$ cat config.mk
export PLATFORM = sky130hd
export DESIGN_NAME = control_sequencer_flat
export DESIGN_NICKNAME = d
export VERILOG_FILES = /design/src/rtl/control_sequencer_pkg.sv /design/src/rtl/control_sequencer_if.sv /design/src/rtl/control_sequencer_cond_select.sv /design/src/rtl/control_sequencer.sv /design/src/flat_wrapper.sv
export SDC_FILE = /design/constraint.sdc
export NUM_CORES = 1
export LEC_CHECK = 0
export CAP_MARGIN = 20
export CORE_MARGIN = 2
export CORE_UTILIZATION = 25
export DETAILED_ROUTE_END_ITERATION = 10
export SLEW_MARGIN = 20
export SYNTH_ARGS = -nofsm -noshare
export SYNTH_HDL_FRONTEND = slang
export SYNTH_SLANG_ARGS = --single-unit
$ cat constraint.sdc
create_clock -name Clk -period 2.23 [get_ports Clk]
set_input_delay 0.446 -clock Clk [delete_from_list [all_inputs] [get_ports Clk]]
set_output_delay 0.446 -clock Clk [all_outputs]
set_load 0.01 [all_outputs]
$ cat src/rtl/control_sequencer_pkg.sv
// Shared definitions for the microsequencer: state width, next-state
// type codes, condition-select codes and the fixed trap state numbers.
package control_pkg;

    localparam int STATE_W = 7;

    typedef logic [STATE_W-1:0] state_t;

    // Next-state type field of the control word
    typedef enum logic [2:0] {
        NS_ENCODE  = 3'd0,
        NS_FETCH   = 3'd1,
        NS_INC     = 3'd2,
        NS_JUMP    = 3'd3,
        NS_CJUMP   = 3'd4,
        NS_WAIT    = 3'd5,
        NS_CENCODE = 3'd6,
        NS_HALT    = 3'd7
    } ns_e;

    // Condition select field of the control word
    localparam logic [1:0] CS_MOC  = 2'd0;
    localparam logic [1:0] CS_COND = 2'd1;
    localparam logic [1:0] CS_ONE  = 2'd2;
    localparam logic [1:0] CS_IRQ  = 2'd3;

    // Fixed state numbers
    localparam state_t DEF_RESET_STATE   = state_t'(0);
    localparam state_t DEF_FETCH_STATE   = state_t'(1);
    localparam state_t DEF_ILLEGAL_STATE = state_t'(120);
    localparam state_t DEF_TIMEOUT_STATE = state_t'(121);
    localparam state_t DEF_IRQ_STATE     = state_t'(122);

    localparam int DEF_MOC_TIMEOUT = 16;

endpackage

$ cat src/rtl/control_sequencer_if.sv
// Control-word / status bundle between the control ROM side (master)
// and the microsequencer (slave). There is no valid/ready handshake:
// the master presents a new control word every cycle, and the slave
// presents State, which addresses the next control word.
interface control_sequencer_if;
    import control_pkg::*;

    logic [STATE_W-1:0] State_Sel;
    logic [2:0]         N;
    logic [1:0]         Cond_Sel;
    logic               Inv;
    logic [STATE_W-1:0] CR_Target;
    logic               MOC;
    logic               Cond;
    logic               Irq;
    logic [STATE_W-1:0] State;
    logic               Illegal_Op;
    logic               Mem_Timeout;
    logic               Irq_Ack;
    logic               Waiting;

    modport master (
        output State_Sel, N, Cond_Sel, Inv, CR_Target, MOC, Cond, Irq,
        input  State, Illegal_Op, Mem_Timeout, Irq_Ack, Waiting
    );

    modport slave (
        input  State_Sel, N, Cond_Sel, Inv, CR_Target, MOC, Cond, Irq,
        output State, Illegal_Op, Mem_Timeout, Irq_Ack, Waiting
    );

endinterface

$ cat src/rtl/control_sequencer_cond_select.sv
// Branch condition mux: picks MOC, Cond, constant 1 or Irq and
// optionally inverts it, giving the test bit T.
module cond_select
    import control_pkg::*;
(
    input  logic [1:0] cond_sel,
    input  logic       inv,
    input  logic       moc,
    input  logic       cond,
    input  logic       irq,
    output logic       t
);

    logic sel;

    // Select the raw condition, then apply the inversion
    always_comb begin
        sel = 1'b0;
        case (cond_sel)
            CS_MOC:  sel = moc;
            CS_COND: sel = cond;
            CS_ONE:  sel = 1'b1;
            default: sel = irq;
        endcase
        t = sel ^ inv;
    end

endmodule

$ cat src/rtl/control_sequencer.sv
// Microsequencer: holds the current control state and picks the next
// one from the control word's next-state type. Includes MOC waiting
// with a timeout watchdog, illegal-opcode trap and interrupt entry at
// fetch boundaries. Trap/ack pulses are registered so they line up
// with the first cycle spent in the new state.
module control_sequencer
    import control_pkg::*;
#(
    parameter state_t RESET_STATE   = DEF_RESET_STATE,
    parameter state_t FETCH_STATE   = DEF_FETCH_STATE,
    parameter state_t ILLEGAL_STATE = DEF_ILLEGAL_STATE,
    parameter state_t TIMEOUT_STATE = DEF_TIMEOUT_STATE,
    parameter state_t IRQ_STATE     = DEF_IRQ_STATE,
    parameter int     MOC_TIMEOUT   = DEF_MOC_TIMEOUT
) (
    input  logic                Clk,
    input  logic                Reset_n,
    control_sequencer_if.slave  bus
);

    localparam int CNT_W = $clog2(MOC_TIMEOUT) + 1;
    localparam logic [CNT_W-1:0] CNT_LAST = CNT_W'(MOC_TIMEOUT - 1);

    state_t           state_q, state_nx;
    logic [CNT_W-1:0] cnt_q, cnt_nx;
    logic             ill_q, ill_nx;
    logic             to_q, to_nx;
    logic             ack_q, ack_nx;
    logic             t;
    state_t           inc_state;
    state_t           enc_state;
    logic             enc_ill;

    cond_select u_cond_select (
        .cond_sel (bus.Cond_Sel),
        .inv      (bus.Inv),
        .moc      (bus.MOC),
        .cond     (bus.Cond),
        .irq      (bus.Irq),
        .t        (t)
    );

    // State register, wait counter and registered pulse outputs
    always_ff @(posedge Clk or negedge Reset_n) begin
        if (!Reset_n) begin
            state_q <= RESET_STATE;
            cnt_q   <= '0;
            ill_q   <= 1'b0;
            to_q    <= 1'b0;
            ack_q   <= 1'b0;
        end else begin
            state_q <= state_nx;
            cnt_q   <= cnt_nx;
            ill_q   <= ill_nx;
            to_q    <= to_nx;
            ack_q   <= ack_nx;
        end
    end

    // Next-state decode; each field is only consulted by the N types
    // that use it, so X on unused fields stays out of State
    always_comb begin
        state_nx  = state_q;
        cnt_nx    = '0;
        ill_nx    = 1'b0;
        to_nx     = 1'b0;
        ack_nx    = 1'b0;
        inc_state = state_q + state_t'(1);
        enc_state = ILLEGAL_STATE;
        enc_ill   = 1'b1;
        case (bus.N)
            NS_ENCODE, NS_CENCODE: begin
                if (bus.State_Sel != '0) begin
                    enc_state = bus.State_Sel;
                    enc_ill   = 1'b0;
                end
            end
            default: ;
        endcase
        case (bus.N)
            NS_ENCODE: begin
                state_nx = enc_state;
                ill_nx   = enc_ill;
            end
            NS_FETCH: begin
                if (bus.Irq) begin
                    state_nx = IRQ_STATE;
                    ack_nx   = 1'b1;
                end else begin
                    state_nx = FETCH_STATE;
                end
            end
            NS_INC: state_nx = inc_state;
            NS_JUMP: state_nx = bus.CR_Target;
            NS_CJUMP: state_nx = t ? bus.CR_Target : inc_state;
            NS_WAIT: begin
                if (t) begin
                    state_nx = inc_state;
                end else if (cnt_q == CNT_LAST) begin
                    state_nx = TIMEOUT_STATE;
                    to_nx    = 1'b1;
                end else begin
                    cnt_nx = cnt_q + CNT_W'(1);
                end
            end
            NS_CENCODE: begin
                if (t) begin
                    state_nx = enc_state;
                    ill_nx   = enc_ill;
                end else begin
                    state_nx = inc_state;
                end
            end
            default: state_nx = state_q;
        endcase
    end

    assign bus.State       = state_q;
    assign bus.Illegal_Op  = ill_q;
    assign bus.Mem_Timeout = to_q;
    assign bus.Irq_Ack     = ack_q;
    assign bus.Waiting     = (bus.N == NS_WAIT) & ~t;

endmodule

$ cat src/flat_wrapper.sv
// flat-port wrapper written by rule: the top's interface ports become plain ports
module control_sequencer_flat import control_pkg::*;
#(
    parameter state_t RESET_STATE   = DEF_RESET_STATE,
    parameter state_t FETCH_STATE   = DEF_FETCH_STATE,
    parameter state_t ILLEGAL_STATE = DEF_ILLEGAL_STATE,
    parameter state_t TIMEOUT_STATE = DEF_TIMEOUT_STATE,
    parameter state_t IRQ_STATE     = DEF_IRQ_STATE,
    parameter int     MOC_TIMEOUT   = DEF_MOC_TIMEOUT
)
  (Clk, Reset_n, bus_State_Sel, bus_N, bus_Cond_Sel, bus_Inv, bus_CR_Target, bus_MOC, bus_Cond, bus_Irq, bus_State, bus_Illegal_Op, bus_Mem_Timeout, bus_Irq_Ack, bus_Waiting);
  control_sequencer_if bus_i ();
  input  logic Clk;
  input  logic Reset_n;
  input wire logic [$bits(bus_i.State_Sel)-1:0] bus_State_Sel;
  input wire logic [$bits(bus_i.N)-1:0] bus_N;
  input wire logic [$bits(bus_i.Cond_Sel)-1:0] bus_Cond_Sel;
  input wire logic [$bits(bus_i.Inv)-1:0] bus_Inv;
  input wire logic [$bits(bus_i.CR_Target)-1:0] bus_CR_Target;
  input wire logic [$bits(bus_i.MOC)-1:0] bus_MOC;
  input wire logic [$bits(bus_i.Cond)-1:0] bus_Cond;
  input wire logic [$bits(bus_i.Irq)-1:0] bus_Irq;
  output wire logic [$bits(bus_i.State)-1:0] bus_State;
  output wire logic [$bits(bus_i.Illegal_Op)-1:0] bus_Illegal_Op;
  output wire logic [$bits(bus_i.Mem_Timeout)-1:0] bus_Mem_Timeout;
  output wire logic [$bits(bus_i.Irq_Ack)-1:0] bus_Irq_Ack;
  output wire logic [$bits(bus_i.Waiting)-1:0] bus_Waiting;
  assign bus_i.State_Sel = bus_State_Sel;
  assign bus_i.N = bus_N;
  assign bus_i.Cond_Sel = bus_Cond_Sel;
  assign bus_i.Inv = bus_Inv;
  assign bus_i.CR_Target = bus_CR_Target;
  assign bus_i.MOC = bus_MOC;
  assign bus_i.Cond = bus_Cond;
  assign bus_i.Irq = bus_Irq;
  assign bus_State = bus_i.State;
  assign bus_Illegal_Op = bus_i.Illegal_Op;
  assign bus_Mem_Timeout = bus_i.Mem_Timeout;
  assign bus_Irq_Ack = bus_i.Irq_Ack;
  assign bus_Waiting = bus_i.Waiting;
  control_sequencer #(.RESET_STATE(RESET_STATE), .FETCH_STATE(FETCH_STATE), .ILLEGAL_STATE(ILLEGAL_STATE), .TIMEOUT_STATE(TIMEOUT_STATE), .IRQ_STATE(IRQ_STATE), .MOC_TIMEOUT(MOC_TIMEOUT)) u_core (.Clk(Clk), .Reset_n(Reset_n), .bus(bus_i));
endmodule
======== Word level (Yosys, flattened, before mapping) ========
Cells that the tools add are included.
Widths: inputs -> output; s select.
word-level totals
  flip-flop bits (word level) ............. 15
  output and inout port bits .............. 11
  logic and storage cells ................. 47
cells by class
  add/sub/neg operators ................... 2
  eq/ne operators ......................... 10
  multiplexer cells ....................... 21
  bitwise operators ....................... 3
  reduce and logical (&&, ||, !) cells .... 6
operators by type and width
  kind                 number
  $mux 7               7
  $pmux 7 s7           1
  $mux 5               3
  $reduce_bool 7->1    2
  $eq 3x3->1 const B   3
  $mux 1               8
  $add 7x1->7 const B  1
  $eq 3x2->1 const B   2
  $add 5x1->5 const B  1
  $eq 5x4->1 const B   1
  $eq 3x1->1 const B   1
  $logic_not 3->1      1
  $ne 3x1->1 const B   1
  $pmux 1 s3           1
  $eq 2x1->1 const B   1
  $eq 2x2->1 const B   1
  $logic_not 2->1      1
  $pmux 1 s2           1
  $reduce_and 2->1     1
  $reduce_or 2->1      1
  $and 1x1->1          1
  $not 1->1            1
  $xor 1x1->1          1

======== Longest topological paths before layout ========
  depth after elaboration ................. 5
  gate-level depth with buffers ........... 7
  mapped depth without buffers ............ 6

======== By module ========
Synthesis repeated with hierarchy kept, for this count alone.
unflattened totals
  cells, all modules ...................... 139
  area, all modules ....................... 1138.6 um2
by module, submodules not included
  module             times used  cells each  area each (um2)  seq. area each (um2)
  control_sequencer  1           135         1109.8           375.4
  cond_select        1           4           28.8             0.0

======== Least setup slack after synthesis ========
OpenSTA, ideal clock, no wires.
  path type ............................... input to output
  start point ............................. input port bus_Cond_Sel[0]
  end point ............................... output port bus_Waiting
  arrival ................................. 1529 ps
  setup slack ............................. 255 ps
  stages .................................. 5
  buffers on the path ..................... 1
  path through ............................ mux2_4 -> o211ai_4 -> nand2_2 -> buf_2 -> nor2_1
on the way
  cells in the longest elaborated chain, start to end .. 5
ends and longest elaborated chain
  element                             RTL line                             text
  from (decl)                         flat_wrapper.sv:17                   input wire logic [$bits(bus_i.Cond_Sel)-1:0] bus_Cond_Sel;
  $eq 2x2->1 (tied with other cells)  control_sequencer_cond_select.sv:19  case (cond_sel)
  $pmux 1 s3 *                        control_sequencer_cond_select.sv:19
  $xor 1x1->1 *                       control_sequencer_cond_select.sv:25  t = sel ^ inv;
  $not 1->1 *                         control_sequencer.sv:122             assign bus.Waiting = (bus.N == NS_WAIT) & ~t;
  $and 1x1->1 *                       control_sequencer.sv:122
  to (decl)                           flat_wrapper.sv:27                   output wire logic [$bits(bus_i.Waiting)-1:0] bus_Waiting;
Mark *: on every way between the ends. The rest lies on a longest branch, timed or not.

======== Final worst setup path ========
  start point ............................. input port bus_MOC
  end point ............................... output port bus_Waiting
on the way
  cells in the longest elaborated chain, start to end .. 4
ends and longest elaborated chain
  element      RTL line                             text
  from (decl)  flat_wrapper.sv:20                   input wire logic [$bits(bus_i.MOC)-1:0] bus_MOC;
  $pmux 1 s3   control_sequencer_cond_select.sv:19
  $xor 1x1->1  control_sequencer_cond_select.sv:25
  $not 1->1    control_sequencer.sv:122
  $and 1x1->1  control_sequencer.sv:122
Every way passes these cells.

==> run metrics <==
status completed; CP Data Arrival Time 1.68 ns; # port buffers 35; area occupied by multi-input gates 880 um^2; Seq. cell area 375 um^2; WHS Endpoint u_core.cnt_q[0]; P_leak 0.780 nW; Worst path max stage delay 0.39 ns; most common cell after layout, fill and taps aside clkdlybuf4s50_1; clock-pin slew on the worst setup and hold paths 0.06 ns; Post-synth EDFFs 0; via count around 1400; CTS Buf Count 3; largest net degree at the start of global routing 18; drc violations 0; largest family of logic cells by synthesized area compound AO/OA/AOI/OAI gates; Starting DRT DRC Count 93; clk_lat worst skew 0.25 ns; met3 WL roughly 180 um; CP Max Fanout 3; final worst path period share 0.953; hold depth 1; RR Endpoint u_core.bus.State[6]; IO Count 36; Syn-to-layout area delta 49.0%; R2R Setup Slk 0.52 ns; VDD IR max 0.000181 V; endpoints failing setup 0; syn_area_per_cell about 8.2 um^2; first-pass GRT wire length 6.38 mm; syn nets 185; post-synthesis cell area 0.00130 mm^2; Nets 241; PwrDens 504 mW/mm^2; most frequent cells in the layout clkdlybuf4s50_1 (31), buf_4 (23), dfrtp_1 (15), nand2_1 (13), nor3_1 (12); Max Buffers Root-to-Sink 2; grt total ovfl 0; Synth Area in Compound Gates 0.319; Final Util 0.381; Crit. End Element output pin; final antenna diode count 0; via/cell ratio 4.95; XOR/XNOR share of the synthesized area 0.0337; CTS tree done; Top Metal Used met4; Gate Count Post-Synth 158; Synth Flop Type dfrtp_1; CTS sink cnt 15; synth warn 0; initial antenna violation count 0; fillers 543; die height 76.1 um; minimum clock period between 2 and 2.5 ns; Setup Crit Path Kind in -> out; mux share of post-synthesis cell area 0.0443; Max-slew headroom 0.702; Worst path slowest cell clkdlybuf4s50_1; Yosys cell types 42; synth top area cells dfrtp_1 (29%), o21ai_0 (5.4%), nor3_1 (4.6%); die width approximately 76 um; final hold viol count 0; hold path startpoint u_core.cnt_q[0]; Initial Util 0.256; share of layout cells above drive strength 1 0.197; WL/cell 13.4 um; ys async rst share 1.00; Tot GR Track Use 0.135; vias in the first global route 1345; met1 wire length 1.79 mm; row count 26; Inst Count DP 280; highest clock rate 471 MHz; metal2 WL roughly 1.7 mm; Seq/Total Area, Yosys 0.289; Post-Synth Adder-Cell Area 0.0193; Post-Route WL between 3 and 4 mm; Final ANT Viol Nets 0; Core Region 0.00507 mm^2; Slew Limit Fails 0; RR Startpoint u_core.bus.State[1]; DP HPWL 3.02 mm; Crit path required time 1.78 ns; post-synthesis register bit count 15; skew final roughly 0.0011 ns; Hold WC Path Type reg -> reg; sum of negative setup slack 0 ns; die area 0.00579 mm^2; CP Cell Sequence clkdlybuf4s50_1, mux2_4, o211ai_4, nand2_2, nor2_2, buf_2; hold-fix buffers at CTS 0; H-tree depth 1; Synth Area in Simple Gates 0.259; MaxCap Viol Count 0; Least-Margin Pin Slew 0.447 ns; RSZ-0062 raised after global routing false; share of the synthesized area in the top cell type 0.289; CTS Root Cell clkbuf_8; Setup crit start kind input pin; Placer Congestion 0.866; fin cells roughly 280; Yosys top cell by area dfrtp_1; worst r2r path cells 6; Post-CTS Setup Bufs 0; drt first pass iters 4
worst max-delay path: cells and delay by family:
kind	cells	cell delay [ns]
buf+inv	2	0.54
simple gates	2	0.22
mux	1	0.29
compound gates	1	0.17
routing by layer:
metal,GRT usage,vias up
li1,-,711
met1,0.185,640
met2,0.218,45
met3,0.0118,5
met4,0.0600,0
met5,0,-
state kept, by name, indices dropped and copies added, names as in the netlist:
register / cells
u_core.bus.Illegal_Op: 1
u_core.bus.Irq_Ack: 1
u_core.bus.Mem_Timeout: 1
u_core.bus.State: 7
u_core.cnt_q: 5
cell usage after synthesis, drive strengths merged (2+ instances only):
cell type / instances
nand2: 14
buf: 4
o22ai: 2
and3: 2
dfrtp: 15
a31o: 4
nor4: 3
clkbuf: 4
nor2: 9
a221oi: 2
a21oi: 7
nor3: 12
nand2b: 8
xnor2: 4
o21a: 3
ha: 2
and2: 4
a211oi: 2
nand3: 5
nor2b: 2
a31oi: 7
inv: 3
nand3b: 2
o31ai: 4
o22a: 2
or2: 2
a21o: 3
o21ai: 14
mux2i: 2
kinds of logic after synthesis:
| kind of cell | count (synthesis) |
|---|---|
| adder cells (fa/ha/maj) | 2 |
| multiplexers | 4 |
| AO/OA/AOI/OAI | 56 |
| AND/OR/NAND/NOR | 65 |
| XOR/XNOR | 5 |
| flip-flops | 15 |
| buffers and inverters | 11 |
per-stage QoR:
stage / hold WS (ns) / setup slack (ns) / power (mW) / area [um^2]
2_1_floorplan: 0.150 / 0.255 / 0.557 / 1300
3_3_place_gp: 0.455 / -0.475 / 0.751 / 1890
3_5_place_dp: 0.462 / -0.488 / 0.753 / 1890
4_1_cts: 0.471 / 0.0495 / 0.983 / 1930
5_1_grt: 0.487 / 0.0607 / 1.05 / 1940
6_report: 0.468 / 0.105 / 0.976 / 1940
cell type report:
type | count | area share
Sequential cell | 15 | 0.194
Clock inverter | 1 | 0.00388
Inverter | 3 | 0.00582
Tap cell | 70 | 0.0452
Clock buffer | 3 | 0.0213
Timing Repair Buffer | 59 | 0.275
Multi-Input combinational cell | 132 | 0.454
how the worst max path moves through the flow:
stage | start | end | depth (start not counted)
final | bus_MOC | bus_Waiting | 6
after global routing | bus_MOC | bus_Waiting | 6
after CTS | bus_MOC | u_core.bus.State[4] | 8
after detailed placement | bus_Cond_Sel[0] | bus_Waiting | 6
after global placement | bus_Cond_Sel[0] | bus_Waiting | 6
after floorplan | bus_Cond_Sel[0] | bus_Waiting | 5
where the power goes:
| group | internal [mW] | switching, mW |
|---|---|---|
| clock network | 0.126 | 0.104 |
| registers | 0.299 | 0.0377 |
| logic | 0.224 | 0.186 |
what timing repair did:
item,CTS,global route
resized for setup,6,6
setup endpoints to repair,7,3
pin swaps,1,6
No activity file was read; power rests on OpenSTA's default activity.
